===== src/rtl/ddr2_wr_split_pkg.sv =====
// rtl/ddr2_wr_split_pkg.sv - shared geometry defaults and FSM state type for ddr2_wr_split
package ddr2_wr_split_pkg;

    localparam int DEF_COL_BITS = 10;
    localparam int DEF_ROW_BITS = 13;
    localparam int DEF_BA_BITS  = 2;
    localparam int DEF_DQ_BITS  = 16;

    typedef enum logic [2:0] {
        ST_IDLE  = 3'd0,
        ST_ADDR  = 3'd1,
        ST_DATA  = 3'd2,
        ST_WAITB = 3'd3,
        ST_RESP  = 3'd4
    } state_t;

endpackage


===== src/rtl/ddr2_wr_split.sv =====
// rtl/ddr2_wr_split.sv - splits write bursts into sub-bursts that never cross a DDR2 row
//
// Ports:
//   ck, rst                          clock, asynchronous active-high reset
//   s_aw{valid,ready,addr,len}       incoming burst address (addr bit 0 ignored, len = beats-1)
//   s_w{valid,ready,last,data}       incoming write data
//   s_b{valid,ready}                 one merged response per incoming burst
//   m_aw{valid,ready,addr,len}       sub-burst address towards ddr2_ctrl
//   m_w{valid,ready,last,data}       sub-burst data, wlast regenerated per sub-burst
//   m_b{valid,ready}                 one response per sub-burst
//   err                              sticky s_wlast mismatch, only with DDR2_WSPLIT_LAST_CHK_EN
module ddr2_wr_split
    import ddr2_wr_split_pkg::*;
#(
    parameter int ADDR_WIDTH = DEF_ROW_BITS + DEF_COL_BITS + DEF_BA_BITS,
    parameter int DATA_WIDTH = 2 * DEF_DQ_BITS,
    parameter int COL_BITS   = DEF_COL_BITS
) (
    input  logic                  ck,
    input  logic                  rst,
    input  logic                  s_awvalid,
    output logic                  s_awready,
    input  logic [ADDR_WIDTH-1:0] s_awaddr,
    input  logic [7:0]            s_awlen,
    input  logic                  s_wvalid,
    output logic                  s_wready,
    input  logic                  s_wlast,
    input  logic [DATA_WIDTH-1:0] s_wdata,
    output logic                  s_bvalid,
    input  logic                  s_bready,
    output logic                  m_awvalid,
    input  logic                  m_awready,
    output logic [ADDR_WIDTH-1:0] m_awaddr,
    output logic [7:0]            m_awlen,
    output logic                  m_wvalid,
    input  logic                  m_wready,
    output logic                  m_wlast,
    output logic [DATA_WIDTH-1:0] m_wdata,
    input  logic                  m_bvalid,
    output logic                  m_bready
`ifdef DDR2_WSPLIT_LAST_CHK_EN
    ,
    output logic                  err
`endif
);

    state_t                state, state_nx;
    logic [ADDR_WIDTH-1:0] cur_addr;
    logic [8:0]            left;
    logic [8:0]            nsub;
    logic [8:0]            bcnt;
    logic [7:0]            beat;
    logic [7:0]            len_q;

    logic [8:0]            sub;
    logic [8:0]            left_nx;
    logic [8:0]            bcnt_nx;
    logic [ADDR_WIDTH-1:0] addr_nx;
    logic                  last_beat;
    logic                  w_hs;
    logic                  b_hs;

    // Sub-burst length minus one: the smaller of the beats still owed and the
    // beats left before the column field wraps (two columns per beat).
    function automatic logic [7:0] calc_len(input logic [COL_BITS-1:0] col,
                                            input logic [8:0]          rem);
        logic [COL_BITS:0] row_beats;
        row_beats = ({1'b1, {COL_BITS{1'b0}}} - {1'b0, col}) >> 1;
        if (int'(rem) <= int'(row_beats))
            calc_len = 8'(int'(rem) - 1);
        else
            calc_len = 8'(int'(row_beats) - 1);
    endfunction

    assign sub       = {1'b0, len_q} + 9'd1;
    assign left_nx   = left - sub;
    assign addr_nx   = cur_addr + ADDR_WIDTH'({sub, 1'b0});
    assign last_beat = (beat == len_q);
    assign w_hs      = (state == ST_DATA) && s_wvalid && m_wready;
    assign b_hs      = m_bvalid && m_bready;
    // A response landing in the same cycle as the final beat must already count.
    assign bcnt_nx   = bcnt + {8'd0, b_hs};

    assign m_awaddr  = cur_addr;
    assign m_awlen   = len_q;
    assign m_wdata   = s_wdata;

    always_comb begin
        state_nx  = state;
        s_awready = 1'b0;
        m_awvalid = 1'b0;
        m_wvalid  = 1'b0;
        s_wready  = 1'b0;
        m_wlast   = 1'b0;
        s_bvalid  = 1'b0;
        m_bready  = 1'b1;
        case (state)
            ST_IDLE: begin
                s_awready = 1'b1;
                m_bready  = 1'b0;
                if (s_awvalid)
                    state_nx = ST_ADDR;
            end
            ST_ADDR: begin
                m_awvalid = 1'b1;
                if (m_awready)
                    state_nx = ST_DATA;
            end
            ST_DATA: begin
                m_wvalid = s_wvalid;
                s_wready = m_wready;
                m_wlast  = last_beat;
                if (w_hs && last_beat) begin
                    if (left_nx != 9'd0)
                        state_nx = ST_ADDR;
                    else if (bcnt_nx == nsub)
                        state_nx = ST_RESP;
                    else
                        state_nx = ST_WAITB;
                end
            end
            ST_WAITB: begin
                if (bcnt_nx == nsub)
                    state_nx = ST_RESP;
            end
            ST_RESP: begin
                s_bvalid = 1'b1;
                if (s_bready)
                    state_nx = ST_IDLE;
            end
            default: state_nx = ST_IDLE;
        endcase
    end

    always_ff @(posedge ck or posedge rst) begin
        if (rst) begin
            state    <= ST_IDLE;
            cur_addr <= '0;
            left     <= '0;
            nsub     <= '0;
            bcnt     <= '0;
            beat     <= '0;
            len_q    <= '0;
        end else begin
            state <= state_nx;
            if (state == ST_IDLE && s_awvalid) begin
                cur_addr <= {s_awaddr[ADDR_WIDTH-1:1], 1'b0};
                left     <= {1'b0, s_awlen} + 9'd1;
                nsub     <= '0;
                len_q    <= calc_len(s_awaddr[COL_BITS-1:0] & ~COL_BITS'(1),
                                     {1'b0, s_awlen} + 9'd1);
            end
            if (state == ST_ADDR && m_awready) begin
                nsub <= nsub + 9'd1;
                beat <= '0;
            end
            if (w_hs) begin
                beat <= beat + 8'd1;
                if (last_beat) begin
                    cur_addr <= addr_nx;
                    left     <= left_nx;
                    if (left_nx != 9'd0)
                        len_q <= calc_len(addr_nx[COL_BITS-1:0], left_nx);
                end
            end
            if (state == ST_RESP && s_bready)
                bcnt <= '0;
            else
                bcnt <= bcnt_nx;
        end
    end

    logic unused_bits;
`ifdef DDR2_WSPLIT_LAST_CHK_EN
    assign unused_bits = s_awaddr[0];

    // The original burst ends on the last beat of the sub-burst that drains 'left'.
    always_ff @(posedge ck or posedge rst) begin
        if (rst)
            err <= 1'b0;
        else if (w_hs && (s_wlast != ((left == sub) && last_beat)))
            err <= 1'b1;
    end
`else
    assign unused_bits = s_awaddr[0] ^ s_wlast;
`endif

endmodule


===== config.mk =====
export PLATFORM = sky130hd
export DESIGN_NAME = ddr2_wr_split
export DESIGN_NICKNAME = d
export VERILOG_FILES = /design/src/rtl/ddr2_wr_split_pkg.sv /design/src/rtl/ddr2_wr_split.sv
export SDC_FILE = /design/constraint.sdc
export NUM_CORES = 1
export LEC_CHECK = 0
export BUFFER_PORTS_ARGS = -buffer_cell sky130_fd_sc_hd__buf_2
export CAP_MARGIN = 0
export CORE_MARGIN = 2
export CORE_UTILIZATION = 50
export CTS_BUF_LIST = sky130_fd_sc_hd__clkbuf_8
export DETAILED_ROUTE_END_ITERATION = 12
export PLACE_DENSITY = 0.84
export RECOVER_POWER = 50
export SLEW_MARGIN = 20
export SYNTH_ARGS = -nofsm -noshare
export SYNTH_HDL_FRONTEND = slang
export SYNTH_SLANG_ARGS = --single-unit

===== constraint.sdc =====
create_clock -name ck -period 13.85 [get_ports ck]
set_clock_uncertainty 0.2 [all_clocks]
set_input_delay 1.385 -clock ck [delete_from_list [all_inputs] [get_ports ck]]
set_output_delay 1.385 -clock ck [all_outputs]
set_load 0.03 [all_outputs]

After elaboration in Yosys (flattened, before gate mapping). Cells that the tools add are included.

$add $sub $neg: 13. Multiply operators: 0. Div/mod/pow operators: 0. $lt $le $gt $ge: 2. Equal/unequal tests: 11. Shifts and indexed selects: 0. Muxes and demuxes: 32. Bitwise operators: 0. Reduce and logical (&&, ||, !) cells: 12.

Operators with widths (number): $mux 25 (3); $mux 8 (8); $mux 9 (6); $sub 8x1->8 const B (4); $add 25x10->25 (1); $sub 11x10->11 const A (2); $mux 3 (7); $le 9x10->1 (2); $add 8x1->9 const B (2); $pmux 3 s5 (1); $add 9x1->9 (1); $add 9x1->9 const B (1); $eq 9x9->1 (1); $reduce_bool 9->1 (1); $sub 9x9->9 (1); $add 8x1->8 const B (1); $eq 8x8->1 (1); $ne 2x2->1 const B (4); $logic_and 1x1->1 (7); $mux 1 (7); $eq 3x2->1 const B (2); $reduce_and 5->1 (1); $reduce_bool 2->1 (2); $eq 3x1->1 const B (1); other kinds (3) (3).

Register bits after elaboration: 71. Latch bits: 0. RAM bits: 0. ROM bits: 0. Word-level logic and storage cells: 77. Memories: 0.

Longest topological paths before layout.
Word-level depth: 9. Depth in mapped cells: 26. Mapped depth without buffers: 24.

Worst setup path after synthesis. Ideal clock, no wire load.

Path type: flip-flop to flip-flop. From: register len_q[2] (netlist: m_awlen[2]). To: register len_q[6] (netlist: m_awlen[6]). Setup time: 0.135 ns. Data arrival time: 5.123 ns. Setup slack: 8.391 ns. Stages on the path, launching flop included: 24. Cell sequence: dfrtp_1 > clkbuf_2 > nand3_1 > nor2_1 > xor2_1 > ha_1 > nor3b_1 > a311oi_2 > o311ai_4 > nor3_4 > nand4_1 > xor2_1 > ha_1 > or4_1 > o21ai_0 > a41oi_4 > buf_2 > a21oi_1 > ha_1 > and3_1 > o211ai_1 > xnor2_1 > mux2i_1 > o22ai_1.

Cells in the longest elaborated chain, start to end: 8. Elaborated cells on any way between the ends: 13. Classes of those cells: 6 x add/sub; 1 x order compare; 1 x eq/ne; 4 x mux; 1 x reduce/logical.

RTL lines: start, declared (line ddr2_wr_split.sv:53) `logic [7:0] len_q;`; start signal, assigned (line ddr2_wr_split.sv:150) `len_q <= calc_len(s_awaddr[COL_BITS-1:0] & ~COL_BITS'(1),`; start signal, assigned (line ddr2_wr_split.sv:163) `len_q <= calc_len(addr_nx[COL_BITS-1:0], left_nx);`; $add 8x1->9 (line ddr2_wr_split.sv:75) `assign sub = {1'b0, len_q} + 9'd1;`; $add 25x10->25 (line ddr2_wr_split.sv:77) `assign addr_nx = cur_addr + ADDR_WIDTH'({sub, 1'b0});`; $sub 11x10->11 (line ddr2_wr_split.sv:68) `row_beats = ({1'b1, {COL_BITS{1'b0}}} - {1'b0, col}) >> 1;`; $sub 8x1->8 or $le 9x10->1 (tied branches) (line ddr2_wr_split.sv:72, ddr2_wr_split.sv:69); $mux 8 (line ddr2_wr_split.sv:69) `if (int'(rem) <= int'(row_beats))`; $mux 8 (line ddr2_wr_split.sv:162) `if (left_nx != 9'd0)`; $mux 8 * (line ddr2_wr_split.sv:159) `if (last_beat) begin`; $mux 8 * (line ddr2_wr_split.sv:157) `if (w_hs) begin`.

Mark *: on every way between the ends. The rest lies on a longest branch, timed or not. A chain may end at the register's enable or synchronous reset.

Final worst setup path.
From: register len_q[0] (netlist: m_awlen[0]). To: register len_q[6] (netlist: m_awlen[6]).

Same word-level chain as after synthesis.

==> qor.csv <==
stage;metric;value;unit
outcome;outcome;complete, but fails checks;
outcome;violations;max-capacitance violations, max-slew violations;
sta;finalSetupViolations;0;
synth;seq_area_frac_synth;0.270;
clock_network;htreeDepth;3;
worst_setup_path;cp-start-kind;flip-flop;
floorplanning;die-height;119;µm
global_route;grt_pass1_vias;5700;
synth;async_reset_ff_frac;1.00;
worst_setup_path;cpMaxStageDelayCell;a2111oi_0;
synth;synthFlopType;dfrtp_1;
clock_network;postCtsHoldBufs;0;
synth;yosysUniqueCellTypes;82;
clock_network;insertion_delay;0.38;ns
synth;synth_area;6570;µm²
worst_setup_path;crit_path_cell_trace;ha_1, nand2_1, nor2_1, xor2_1, ha_1, a2111oi_0, o21a_1, o221a_2, nand4_1, xor2_1, ha_1, or4_1, o21ai_0, a41oi_4, a21oi_1, ha_1, nand2_1, nor4_1, xor2_1, mux2i_1, o22ai_1;
finish;nets;953;
clock_network;clock_path_buffers;2;
clock_network;clkTransAtPathRegs;0.09;ns
route;drt_iter0_markers;548;
placed_design;dp_hpwl;12.7;mm
flow_run;drv_cap;1;
synth;avgSynthCellArea;8.31;µm²
route;num_vias;6062;
worst_setup_path;cp-end-kind;flip-flop;
route;wl;16.9;mm
route;detail-route-antenna-nets;0;
global_route;grt_usage;0.246;
sta;finalHoldViolations;0;
clock_network;cts_tree;built;
worst_setup_path;cp_max_fo;14;
finish;nFillCells;1196;
floorplanning;die_x;119;µm
synth;synth_area_leaders;dfrtp_1 27%, ha_1 8.8%, xnor2_1 4.9%;
finish;antennaDiodeCount;0;
floorplanning;die_area;14100;µm²
synth;synth_common_cells;71 x dfrtp_1, 67 x nor2_1, 66 x nand2_1, 56 x o21ai_0, 46 x ha_1;
synth;yosysWarnings;0;
worst_setup_path;crit_arrival;6.22;ns
clock_network;clock-sinks;71;
global_route;antenna_found_initial;0;
floorplanning;pin_count;146;
synth;syn_nets;912;
sta;tns;0;ns
synth;yosys.area.top_type;dfrtp_1;
finish;area_growth;7.33;%
synth;synth_edf_count;0;
global_route;grt_max_degree;72;
route;drc;0;
worst_setup_path;crit_top_cell;ha_1;
synth;post-synth-top-count-cell;dfrtp_1;
placed_design;place_congestion;0.927;
synth;synth_top_area_share;0.270;
route;dr.pass1.iters;5;
worst_setup_path;cpPeakStageDelay;0.56;ns
clock_network;cts_resized;0;
floorplanning;core_area;12700;µm²
synth;synth-seq-cells;71;
sta;max_freq;0.163;GHz
placed_design;numPortBuffers;79;
sta;rsz0062_at_grt;false;
sta;slew_viol_final;72;
floorplanning;rows;41;
global_route;grt_overflow;0;
clock_network;ctsRootBufferMaster;clkbuf_8;
worst_setup_path;path_class;flip-flop to flip-flop;
route;vias_per_cell;6.01;
clock_network;cts_made_buffers;9;
sta;worstMarginPinSlew;3.92;ns
floorplanning;start_util;0.516;
route;wire_per_inst;16.8;µm
worst_setup_path;cp_top_family;compound AO/OA/AOI/OAI gates;
worst_setup_path;crit_buf_inv;0;
sta;fin_crit_sh;0.442;
sta;min_period;6.12;ns
hold_path;hold_path.class;flip-flop to flip-flop;
worst_setup_path;required;13.95;ns
finish;drive_gt1_frac;0.120;
synth;synthCells;790;
sta;slew-limit-headroom;-1.61;
clock_network;post_cts_buffers;0;
global_route;grt_pass1_wl;28.2;mm
-- cells in the final DEF, fill, tap and decap left out, drive strengths merged, types with 5 or more instances in the layout --
| master | instances |
|---|---|
| ha | 46 |
| nor2b | 10 |
| xnor2 | 38 |
| nor4 | 8 |
| a21o | 8 |
| nand4 | 12 |
| nand2b | 7 |
| nand2 | 66 |
| clkbuf | 33 |
| and2 | 13 |
| o211ai | 6 |
| or3 | 5 |
| buf | 60 |
| a211oi | 21 |
| a21oi | 36 |
| inv | 46 |
| mux2i | 16 |
| nor2 | 67 |
| o21a | 12 |
| o22ai | 6 |
| o21ai | 58 |
| nand3 | 43 |
| dfrtp | 71 |
| xor2 | 37 |
| nor3 | 21 |
| and3 | 13 |
| nor4b | 5 |
-- registers in the layout (all words and copies together) (netlist names) --
| name | flops |
|---|---|
| beat | 8 |
| state | 3 |
| left | 9 |
| m_awaddr | 25 |
| m_awlen | 8 |
| bcnt | 9 |
| nsub | 9 |
-- routing by layer --
layer | up-vias | share of wire | GRT usage
met1 | 2904 | 0.45 | 0.338
met3 | 32 | 0.063 | 0.0309
li1 | 2901 | - | -
met4 | 0 | 0.023 | 0.107
met5 | - | 0 | 0
met2 | 225 | 0.46 | 0.387
-- metrics by stage --
step | std cells | hold WS (ns) | instance area [µm²] | worst slack (ns) | util
after CTS | 1007 | 0.307 | 7060 | 7.81 | 0.555
after floorplan | 790 | 0.267 | 6570 | 8.39 | -
after detailed placement | 991 | 0.296 | 6890 | 7.85 | 0.542
after global placement | 991 | 0.292 | 6890 | 8.01 | 0.542
final | 1008 | 0.302 | 7050 | 7.73 | 0.554
after global routing | 1008 | 0.331 | 7050 | 7.29 | 0.554
-- layout make-up --
| type | instances | area [µm²] | share of cell area |
|---|---|---|---|
| clock buffer | 9 | 124 | 0.0176 |
| clock inverter | 7 | 47.5 | 0.00674 |
| inverter | 43 | 161 | 0.0229 |
| multi-input combinational | 622 | 4310 | 0.611 |
| sequential | 71 | 1780 | 0.252 |
| tap | 172 | 215 | 0.0305 |
| timing repair buffer | 84 | 418 | 0.0593 |
-- worst paths after layout --
kind / from / slack (ns) / end / cells after the start
max: m_awlen[0] / 7.73 / m_awlen[6] / 21
min: m_awaddr[19] / 0.30 / m_awaddr[19] / 1
max reg2reg: m_awlen[0] / 7.73 / m_awlen[6] / 21
min reg2reg: m_awaddr[19] / 0.30 / m_awaddr[19] / 1
max in group asynchronous: rst / 8.93 / m_awaddr[6] / 3
min in group asynchronous: rst / 2.33 / m_awaddr[24] / 3
-- worst register-to-register path, delay by kind of cell, from the launching register on --
family                     cells  cell delay, ns
and+or+nand+nor                6            1.24
adders and majority gates      4            1.13
xor gates and xnor gates       3            0.61
DFF                            1            0.54
muxes                          1            0.08
AOI/OAI and AO/OA              7            2.26
-- cell families (layout without fill, tap and decap cells) --
kind of cell               Yosys count  count (layout)  share of synthesized area
and+or+nand+nor                    288             288                      0.224
AOI/OAI and AO/OA                  192             192                      0.204
buffers and inverters               97             143                     0.0749
xor gates and xnor gates            76              76                      0.106
DFF                                 71              71                      0.270
adders and majority gates           48              48                     0.0937
muxes                               18              18                     0.0278
Power is not shown: default switching activity piles up to over one toggle a cycle in this logic, so the estimate is an artifact.
